## src/rtl/usb_rx_pkg.sv

```systemverilog
// Shared types and constants for the USB full-speed receive path
// (NRZI/unstuff front end, SYNC detector, packet decoder).
package usb_rx_pkg;

    typedef enum logic [1:0] {
        IDLE   = 2'd0,
        ACTIVE = 2'd1,
        ERROR  = 2'd2
    } rx_state_t;

    localparam logic LINE_J = 1'b1;
    localparam logic LINE_K = 1'b0;

    localparam int DEFAULT_MAX_ONES   = 6;
    localparam int DEFAULT_RESET_BITS = 30;

endpackage

```

## src/rtl/usb_nrzi_decoder.sv

```systemverilog
// NRZI decoder: remembers the last non-SE0 line level and reports whether
// the current strobed level repeats it (decoded 1) or toggles (decoded 0).
module usb_nrzi_decoder
    import usb_rx_pkg::*;
(
    input  logic clk,
    input  logic rst,
    input  logic bit_strobe_i,
    input  logic line_j_i,
    input  logic line_se0_i,
    input  logic clear_i,
    output logic decoded_o,
    output logic data_strobe_o
);

    logic prev_level_q;
    logic prev_level_d;

    assign data_strobe_o = bit_strobe_i & ~line_se0_i;
    assign decoded_o     = (line_j_i == prev_level_q);

    // Next line level: J when cleared, otherwise follow every non-SE0 strobe.
    always_comb begin
        prev_level_d = prev_level_q;
        if (clear_i) begin
            prev_level_d = LINE_J;
        end else if (data_strobe_o) begin
            prev_level_d = line_j_i;
        end else begin
            prev_level_d = prev_level_q;
        end
    end

    // Line level register with synchronous active-low reset to J.
    always_ff @(posedge clk) begin
        if (!rst) begin
            prev_level_q <= LINE_J;
        end else begin
            prev_level_q <= prev_level_d;
        end
    end

endmodule

```

## src/rtl/usb_rx_nrzi_unstuff.sv

```systemverilog
// Full-speed receive front end: NRZI decode, bit unstuffing, packet
// activity, stuff-error, EOP and bus-reset detection. All outputs registered.
module usb_rx_nrzi_unstuff
    import usb_rx_pkg::*;
#(
    parameter int MAX_ONES   = DEFAULT_MAX_ONES,
    parameter int RESET_BITS = DEFAULT_RESET_BITS
) (
    input  logic clk,
    input  logic rst,
    input  logic rx_enable,
    input  logic bit_strobe,
    input  logic line_j,
    input  logic line_se0,
    output logic data_valid,
    output logic data_in,
    output logic rx_active,
    output logic stuff_err,
    output logic eop_detected,
    output logic usb_reset
);

    localparam int ONES_W = $clog2(MAX_ONES + 1);
    localparam int SE0_W  = $clog2(RESET_BITS + 1);

    rx_state_t          state_q, state_d;
    logic [ONES_W-1:0]  ones_cnt_q, ones_cnt_d;
    logic [SE0_W-1:0]   se0_cnt_q, se0_cnt_d;
    logic               data_valid_q, data_valid_d;
    logic               data_in_q, data_in_d;
    logic               rx_active_q, rx_active_d;
    logic               stuff_err_q, stuff_err_d;
    logic               eop_q, eop_d;
    logic               usb_reset_q, usb_reset_d;

    logic               decoded_s;
    logic               data_strobe_s;
    logic               clear_s;

    assign clear_s = ~rx_enable;

    usb_nrzi_decoder u_nrzi (
        .clk           (clk),
        .rst           (rst),
        .bit_strobe_i  (bit_strobe),
        .line_j_i      (line_j),
        .line_se0_i    (line_se0),
        .clear_i       (clear_s),
        .decoded_o     (decoded_s),
        .data_strobe_o (data_strobe_s)
    );

    // Unstuff FSM, counters and next values of the output pulses.
    always_comb begin
        state_d      = state_q;
        ones_cnt_d   = ones_cnt_q;
        se0_cnt_d    = se0_cnt_q;
        rx_active_d  = rx_active_q;
        data_valid_d = 1'b0;
        data_in_d    = 1'b0;
        stuff_err_d  = 1'b0;
        eop_d        = 1'b0;
        usb_reset_d  = 1'b0;

        if (!rx_enable) begin
            // Receiver muted while we transmit: drop any packet silently.
            state_d     = IDLE;
            rx_active_d = 1'b0;
            ones_cnt_d  = '0;
            se0_cnt_d   = '0;
        end else if (bit_strobe && line_se0) begin
            if (se0_cnt_q != SE0_W'(RESET_BITS)) begin
                se0_cnt_d = se0_cnt_q + SE0_W'(1);
            end else begin
                se0_cnt_d = se0_cnt_q;
            end
            // Pulse only on the transition into saturation, so one per reset.
            if (se0_cnt_q == SE0_W'(RESET_BITS - 1)) begin
                usb_reset_d = 1'b1;
                state_d     = IDLE;
                rx_active_d = 1'b0;
                ones_cnt_d  = '0;
            end else begin
                state_d = state_q;
            end
        end else if (data_strobe_s) begin
            se0_cnt_d = '0;
            case (state_q)
                IDLE: begin
                    if (line_j == LINE_K) begin
                        state_d      = ACTIVE;
                        rx_active_d  = 1'b1;
                        ones_cnt_d   = '0;
                        data_valid_d = 1'b1;
                        data_in_d    = 1'b0;
                    end else begin
                        state_d = IDLE;
                    end
                end
                ACTIVE: begin
                    if ((se0_cnt_q != '0) && (line_j == LINE_J)) begin
                        eop_d       = 1'b1;
                        rx_active_d = 1'b0;
                        state_d     = IDLE;
                        ones_cnt_d  = '0;
                    end else if (decoded_s) begin
                        if (ones_cnt_q == ONES_W'(MAX_ONES)) begin
                            stuff_err_d = 1'b1;
                            state_d     = ERROR;
                        end else begin
                            data_valid_d = 1'b1;
                            data_in_d    = 1'b1;
                            ones_cnt_d   = ones_cnt_q + ONES_W'(1);
                        end
                    end else begin
                        // A zero after a full run of ones is the stuffed bit.
                        if (ones_cnt_q == ONES_W'(MAX_ONES)) begin
                            ones_cnt_d = '0;
                        end else begin
                            data_valid_d = 1'b1;
                            data_in_d    = 1'b0;
                            ones_cnt_d   = '0;
                        end
                    end
                end
                ERROR: begin
                    if ((se0_cnt_q != '0) && (line_j == LINE_J)) begin
                        eop_d       = 1'b1;
                        rx_active_d = 1'b0;
                        state_d     = IDLE;
                        ones_cnt_d  = '0;
                    end else begin
                        state_d = ERROR;
                    end
                end
                default: begin
                    state_d     = IDLE;
                    rx_active_d = 1'b0;
                    ones_cnt_d  = '0;
                end
            endcase
        end else begin
            state_d = state_q;
        end
    end

    // State, counter and output registers with synchronous active-low reset.
    always_ff @(posedge clk) begin
        if (!rst) begin
            state_q      <= IDLE;
            ones_cnt_q   <= '0;
            se0_cnt_q    <= '0;
            data_valid_q <= 1'b0;
            data_in_q    <= 1'b0;
            rx_active_q  <= 1'b0;
            stuff_err_q  <= 1'b0;
            eop_q        <= 1'b0;
            usb_reset_q  <= 1'b0;
        end else begin
            state_q      <= state_d;
            ones_cnt_q   <= ones_cnt_d;
            se0_cnt_q    <= se0_cnt_d;
            data_valid_q <= data_valid_d;
            data_in_q    <= data_in_d;
            rx_active_q  <= rx_active_d;
            stuff_err_q  <= stuff_err_d;
            eop_q        <= eop_d;
            usb_reset_q  <= usb_reset_d;
        end
    end

    assign data_valid   = data_valid_q;
    assign data_in      = data_in_q;
    assign rx_active    = rx_active_q;
    assign stuff_err    = stuff_err_q;
    assign eop_detected = eop_q;
    assign usb_reset    = usb_reset_q;

endmodule

```

## config.mk

```make
export PLATFORM = sky130hd
export DESIGN_NAME = usb_rx_nrzi_unstuff
export DESIGN_NICKNAME = d
export VERILOG_FILES = /design/src/rtl/usb_rx_pkg.sv /design/src/rtl/usb_nrzi_decoder.sv /design/src/rtl/usb_rx_nrzi_unstuff.sv
export SDC_FILE = /design/constraint.sdc
export NUM_CORES = 1
export LEC_CHECK = 0
export BUFFER_PORTS_ARGS = -buffer_cell sky130_fd_sc_hd__buf_4
export CAP_MARGIN = 30
export CORE_MARGIN = 10
export CORE_UTILIZATION = 50
export CTS_CLUSTER_SIZE = 24
export DETAILED_ROUTE_END_ITERATION = 8
export PLACE_DENSITY = 0.73
export REMOVE_ABC_BUFFERS = 1
export SETUP_SLACK_MARGIN = 0.05
export SLEW_MARGIN = 25
export SYNTH_ARGS = -nofsm -noshare
export SYNTH_HDL_FRONTEND = slang
export SYNTH_HIERARCHICAL = 1
export SYNTH_SLANG_ARGS = --single-unit
```

## constraint.sdc

```tcl
create_clock -name clk -period 2 [get_ports clk]
set_clock_uncertainty 0.05 [all_clocks]
set_input_delay 0.6 -clock clk [delete_from_list [all_inputs] [get_ports clk]]
set_output_delay 0.6 -clock clk [all_outputs]
set_load 0.03 [all_outputs]
```

# == Word-level counts from Yosys, hierarchy flattened ==
# Cells that the tools add are included.
# op_classes
n_addsub,2
mul,0
div,0
magnitude_cmp,0
n_eq_ne,14
shift,0
muxes,34
bitwise,8
reduce_logical,15
# op_table
cell,count
$mux W3,8
$mux W5,3
$mux W2,7
$mux W1,12
$ne A5 B5 Y1 const B,2
$pmux W3 S3,1
$ne A4 B4 Y1 const B,2
$reduce_and A4 Y1,2
$not A1 Y1,7
$reduce_or A7 Y1,1
$ne A3 B3 Y1 const B,2
$pmux W2 S3,1
$add A5 B1 Y5 const B,1
$eq A5 B5 Y1 const B,1
$reduce_and A5 Y1,1
$reduce_bool A5 Y1,1
$reduce_or A5 Y1,1
$ne A2 B1 Y1 const B,2
$pmux W1 S2,2
$reduce_and A2 Y1,2
$reduce_or A4 Y1,1
$add A3 B1 Y3 const B,1
$eq A3 B3 Y1 const B,1
$ne A3 B1 Y1 const B,1
other kinds (9),10
# word_totals
regBits,17
latch_bits,0
ram_bits,0
rom_bits,0
out_inout_bits,6
elab_cells,83
memories,0

# == Depth between registers and ports, before layout ==
# depth
ltp_word,7
depth_mapped,6
mapped_depth_nobuf,6

# == Modules after synthesis ==
# The synthesis kept the hierarchy.
# modules_own_cells
mod,instances,cells_each,area_each_um2
usb_rx_nrzi_unstuff,1,109,940.9
usb_nrzi_decoder,1,7,66.3

# == Worst setup path before layout ==
# No wires, ideal clock.
# synth_timing
path_type,flip-flop to flip-flop
startpoint,reg se0_cnt_q[0]
endpoint,reg ones_cnt_q[1]
setup_time_ps,67
t_arrival_ps,1908
setup_slack_ps,-25
path_stages_with_launch,7
n_path_buf,0
synth_period_minus_slack_ps,2025
cell_sequence,dfxtp_1 inv_1 ha_1 or4b_4 a2111o_1 a2111o_1 o21ai_2
# synth_between
elab_chain_cells,6
# synth_rtl
item,line,source
"start, declared",usb_rx_nrzi_unstuff.sv:28,"logic [SE0_W-1:0] se0_cnt_q, se0_cnt_d;"
"start signal, assigned",usb_rx_nrzi_unstuff.sv:162,se0_cnt_q <= se0_cnt_d;
$reduce_bool A5 Y1,"usb_rx_nrzi_unstuff.sv:101, usb_rx_nrzi_unstuff.sv:127",
$logic_and A1 B1 Y1,"usb_rx_nrzi_unstuff.sv:101, usb_rx_nrzi_unstuff.sv:127",
$mux W3,usb_rx_nrzi_unstuff.sv:101,if ((se0_cnt_q != '0) && (line_j == LINE_J)) begin
$pmux W3 S3,usb_rx_nrzi_unstuff.sv:88,case (state_q)
$mux W3,usb_rx_nrzi_unstuff.sv:86,end else if (data_strobe_s) begin
$mux W3,usb_rx_nrzi_unstuff.sv:71,end else if (bit_strobe && line_se0) begin
"end signal, assigned",usb_rx_nrzi_unstuff.sv:161,ones_cnt_q <= ones_cnt_d;
"end, declared",usb_rx_nrzi_unstuff.sv:27,"logic [ONES_W-1:0] ones_cnt_q, ones_cnt_d;"
# Several ways; a longest one is shown, not always the timed one. The select of a mux whose other input is x is not followed.
# A chain may end at the register's enable or synchronous reset.

# == Worst setup path in the final report ==
# layout_timing
startpoint,reg se0_cnt_q[0]
endpoint,reg ones_cnt_q[2]
# Same word-level chain as after synthesis.

==> impl_metrics.ini <==
[floorplan]
core_mm2 = 0.00194
dieWidth_um = 64.9
die_area_mm2 = 0.00421
initial_utilization_pct = 51.9
io_pins = 12
rows = 16
dieHeight_um = 64.9

[logic_synthesis]
synthArstFlopShare_pct = 0
synth_top_cell_by_area = dfxtp_1
synth_top_area_share_pct = 33.8
synth_ff_type = dfxtp_1
synth-xor-area-share_pct = 0.870
synthMuxAreaShare_pct = 2.98
syn-cell-area_mm2 = 0.00101
synthAdderAreaFrac_pct = 12.4
synth_top_family_by_area = simple AND/OR/NAND/NOR gates
yosys.area_share.simple_pct = 25.0
synth_area_leaders = dfxtp_1, ha_1, a21oi_1
syn-instance-count = 116
avgSynthCellArea_um2 = 8.68
synth_edf_count = 0
synth_compound_area_share_pct = 20.5
ys_ff_latch = 17
ys_seq_area_share_pct = 33.8
synth_cell_types = 40
yosys_warnings = 6

[critical_path]
end_kind = flip-flop
worst_setup_path_start_kind = flip-flop
crit_family = simple AND/OR/NAND/NOR gates
critPathMaxFanout = 4
critPathMaxStageDelay_ps = 460
slowest_stage = or4b_4
crit_chain = inv_2 -> ha_4 -> or4b_4 -> a2111o_1 -> nor4_2 -> a211o_1
path_class = flip-flop to flip-flop
critPathRequiredTime_ps = 2210
cp.arrival_ps = 2140
cp.buffers_inverters = 1

[global_route]
antenna_found_initial = 0
met3_usage_pct = 3.26
grt.met1_usage_pct = 13.0
grt_pass1_wl_um = 3930
grt_use_met2_pct = 19.1
grt-busiest-layer = met2
grt_use_total_pct = 11.2
grt_overflow = 0
grt_max_degree = 11
grt_pass1_vias = 926

[timing]
timing.final.ws_setup_ps = 68.6
hold_violations = 0
finalCritPeriodShare_pct = 96.6
worst_pin_slew_ps = 394
drv_slew = 0
min_period_ps = 1930
finalSetupTns_ps = 0
fmax_ghz = 0.518
maxSlewHeadroom_pct = 73.4
rsz0062_at_grt = true
setup_viol = 0

[clock_network]
clk_pin_slew_ps = 120
cts-root-buf = clkbuf_4
hold_buffers = 0
cts_buffers = 3
clock_path_buffers = 2
cts_max_level = 1
clock-sinks = 17
insertion_delay_ps = 290
tritoncts = done

[cells_and_area]
instances_no_fill = 175
fillers = 174
multi_input_area_um2 = 641
regMostFlops = se0_cnt_q
fin_nets = 165
design_area_mm2 = 0.00131
area_growth_pct = 29.8
largest_reg_flops = 5
drive_above_1_share_pct = 30.4
diodes = 0
seq_area_um2 = 343
reg_top3 = se0_cnt_q (5), ones_cnt_q (3), state_q (2)

[power]
ir_worst_vdd_mv = 0.334
leakage_nw = 0.565
power_uw = 625
power-per-cell-area_mw_per_mm2 = 478

[drt]
drc = 0
vias_per_cell = 5.57
avgRoutedWirePerCell_um = 13.9
dr.first_iter.drc_count = 34
routed_wl_um = 2430
vias = 974
firstDrtPassIters = 4
ant_nets = 0

[place]
pre_cts_ws_ps = -84.1
hpwl_um = 1910
gp_congestion = 0.839
postPlaceCellArea_mm2 = 0.00125
port_buffers = 11
place_inst = 170

[status]
status = complete, no violations

[worst_hold_path]
hold_path.class = flip-flop to flip-flop

[flow_run]
cap_violations = 0
## cell type report
class / count / share of cell area, %
clock buffers: 3 / 1.72
multi-input cells: 87 / 49.0
clock inverters: 1 / 0.383
repair buffers: 30 / 17.2
well taps: 27 / 2.58
inverters: 10 / 2.87
flip-flops and latches: 17 / 26.2
## per-layer routing
metal | vias up | part of all wire [%] | wire length (µm)
li1 | 487 | - | -
met4 | 0 | 1.9 | 46
met3 | 6 | 6.6 | 159
met1 | 451 | 44 | 1070
met2 | 30 | 47 | 1150
met5 | - | 0 | 0
## logic make-up after synthesis
| logic type | count (synthesis) |
|---|---|
| and+or+nand+nor | 45 |
| AOI/OAI and AO/OA | 28 |
| DFF | 17 |
| buffers and inverters | 12 |
| adders and majority gates | 10 |
| muxes | 3 |
| xor gates and xnor gates | 1 |
## layout by cell type (no fill, tap or decap), drive strengths merged, types with 3 or more instances in the layout
| cell | n |
|---|---|
| ha | 10 |
| inv | 10 |
| o21ai | 3 |
| clkbuf | 3 |
| nor2 | 10 |
| dfxtp | 17 |
| mux2i | 3 |
| or3 | 3 |
| nand2 | 9 |
| and2 | 3 |
| buf | 30 |
| o211ai | 3 |
| nand3 | 6 |
| a21oi | 8 |
## repair_timing
| item | 4_1_cts | 5_1_grt |
|---|---|---|
| buffers inserted | 0 | 1 |
| pin swaps | 2 | 0 |
| resized for setup | 1 | 6 |
| endpoints found under the setup margin | 2 | 2 |
## per-stage QoR
step / hold slack (ps) / util [%]
6_report: 427 / 67.3
5_1_grt: 446 / 67.3
4_1_cts: 430 / 66.2
3_5_place_dp: 408 / 64.4
3_3_place_gp: 398 / 64.4
2_1_floorplan: 410 / -
## path summary, 6_finish.rpt
check,start,to,slack (ps),cells past startpoint
hold / removal,rx_active,rx_active,430,2
hold reg to reg,rx_active,rx_active,430,2
setup / recovery,se0_cnt_q[0],ones_cnt_q[2],70,6
setup reg to reg,se0_cnt_q[0],ones_cnt_q[2],70,6
## cell usage after synthesis (3+ instances only)
cell / count
o211ai_1: 3
ha_1: 10
nand3_1: 6
dfxtp_1: 17
inv_1: 10
nand2_1: 9
nor2_1: 10
and2_1: 3
mux2i_1: 3
a21oi_1: 8
## worst register-to-register path, delay by kind of cell (launching register included)
family                   cells  cell delay, ps
buffers and inverters        1              70
AO/OA/AOI/OAI                2             580
flip-flops                   1             340
AND/OR/NAND/NOR              2             730
adder cells (fa/ha/maj)      1             130
## power breakdown
part           leakage [nW]  switching, mW  internal [mW]
logic                 0.410         0.0458         0.0422
registers             0.138        0.00167          0.341
clock network        0.0177          0.120         0.0744
total                 0.565          0.168          0.458
(Power assumes the default switching activity.)
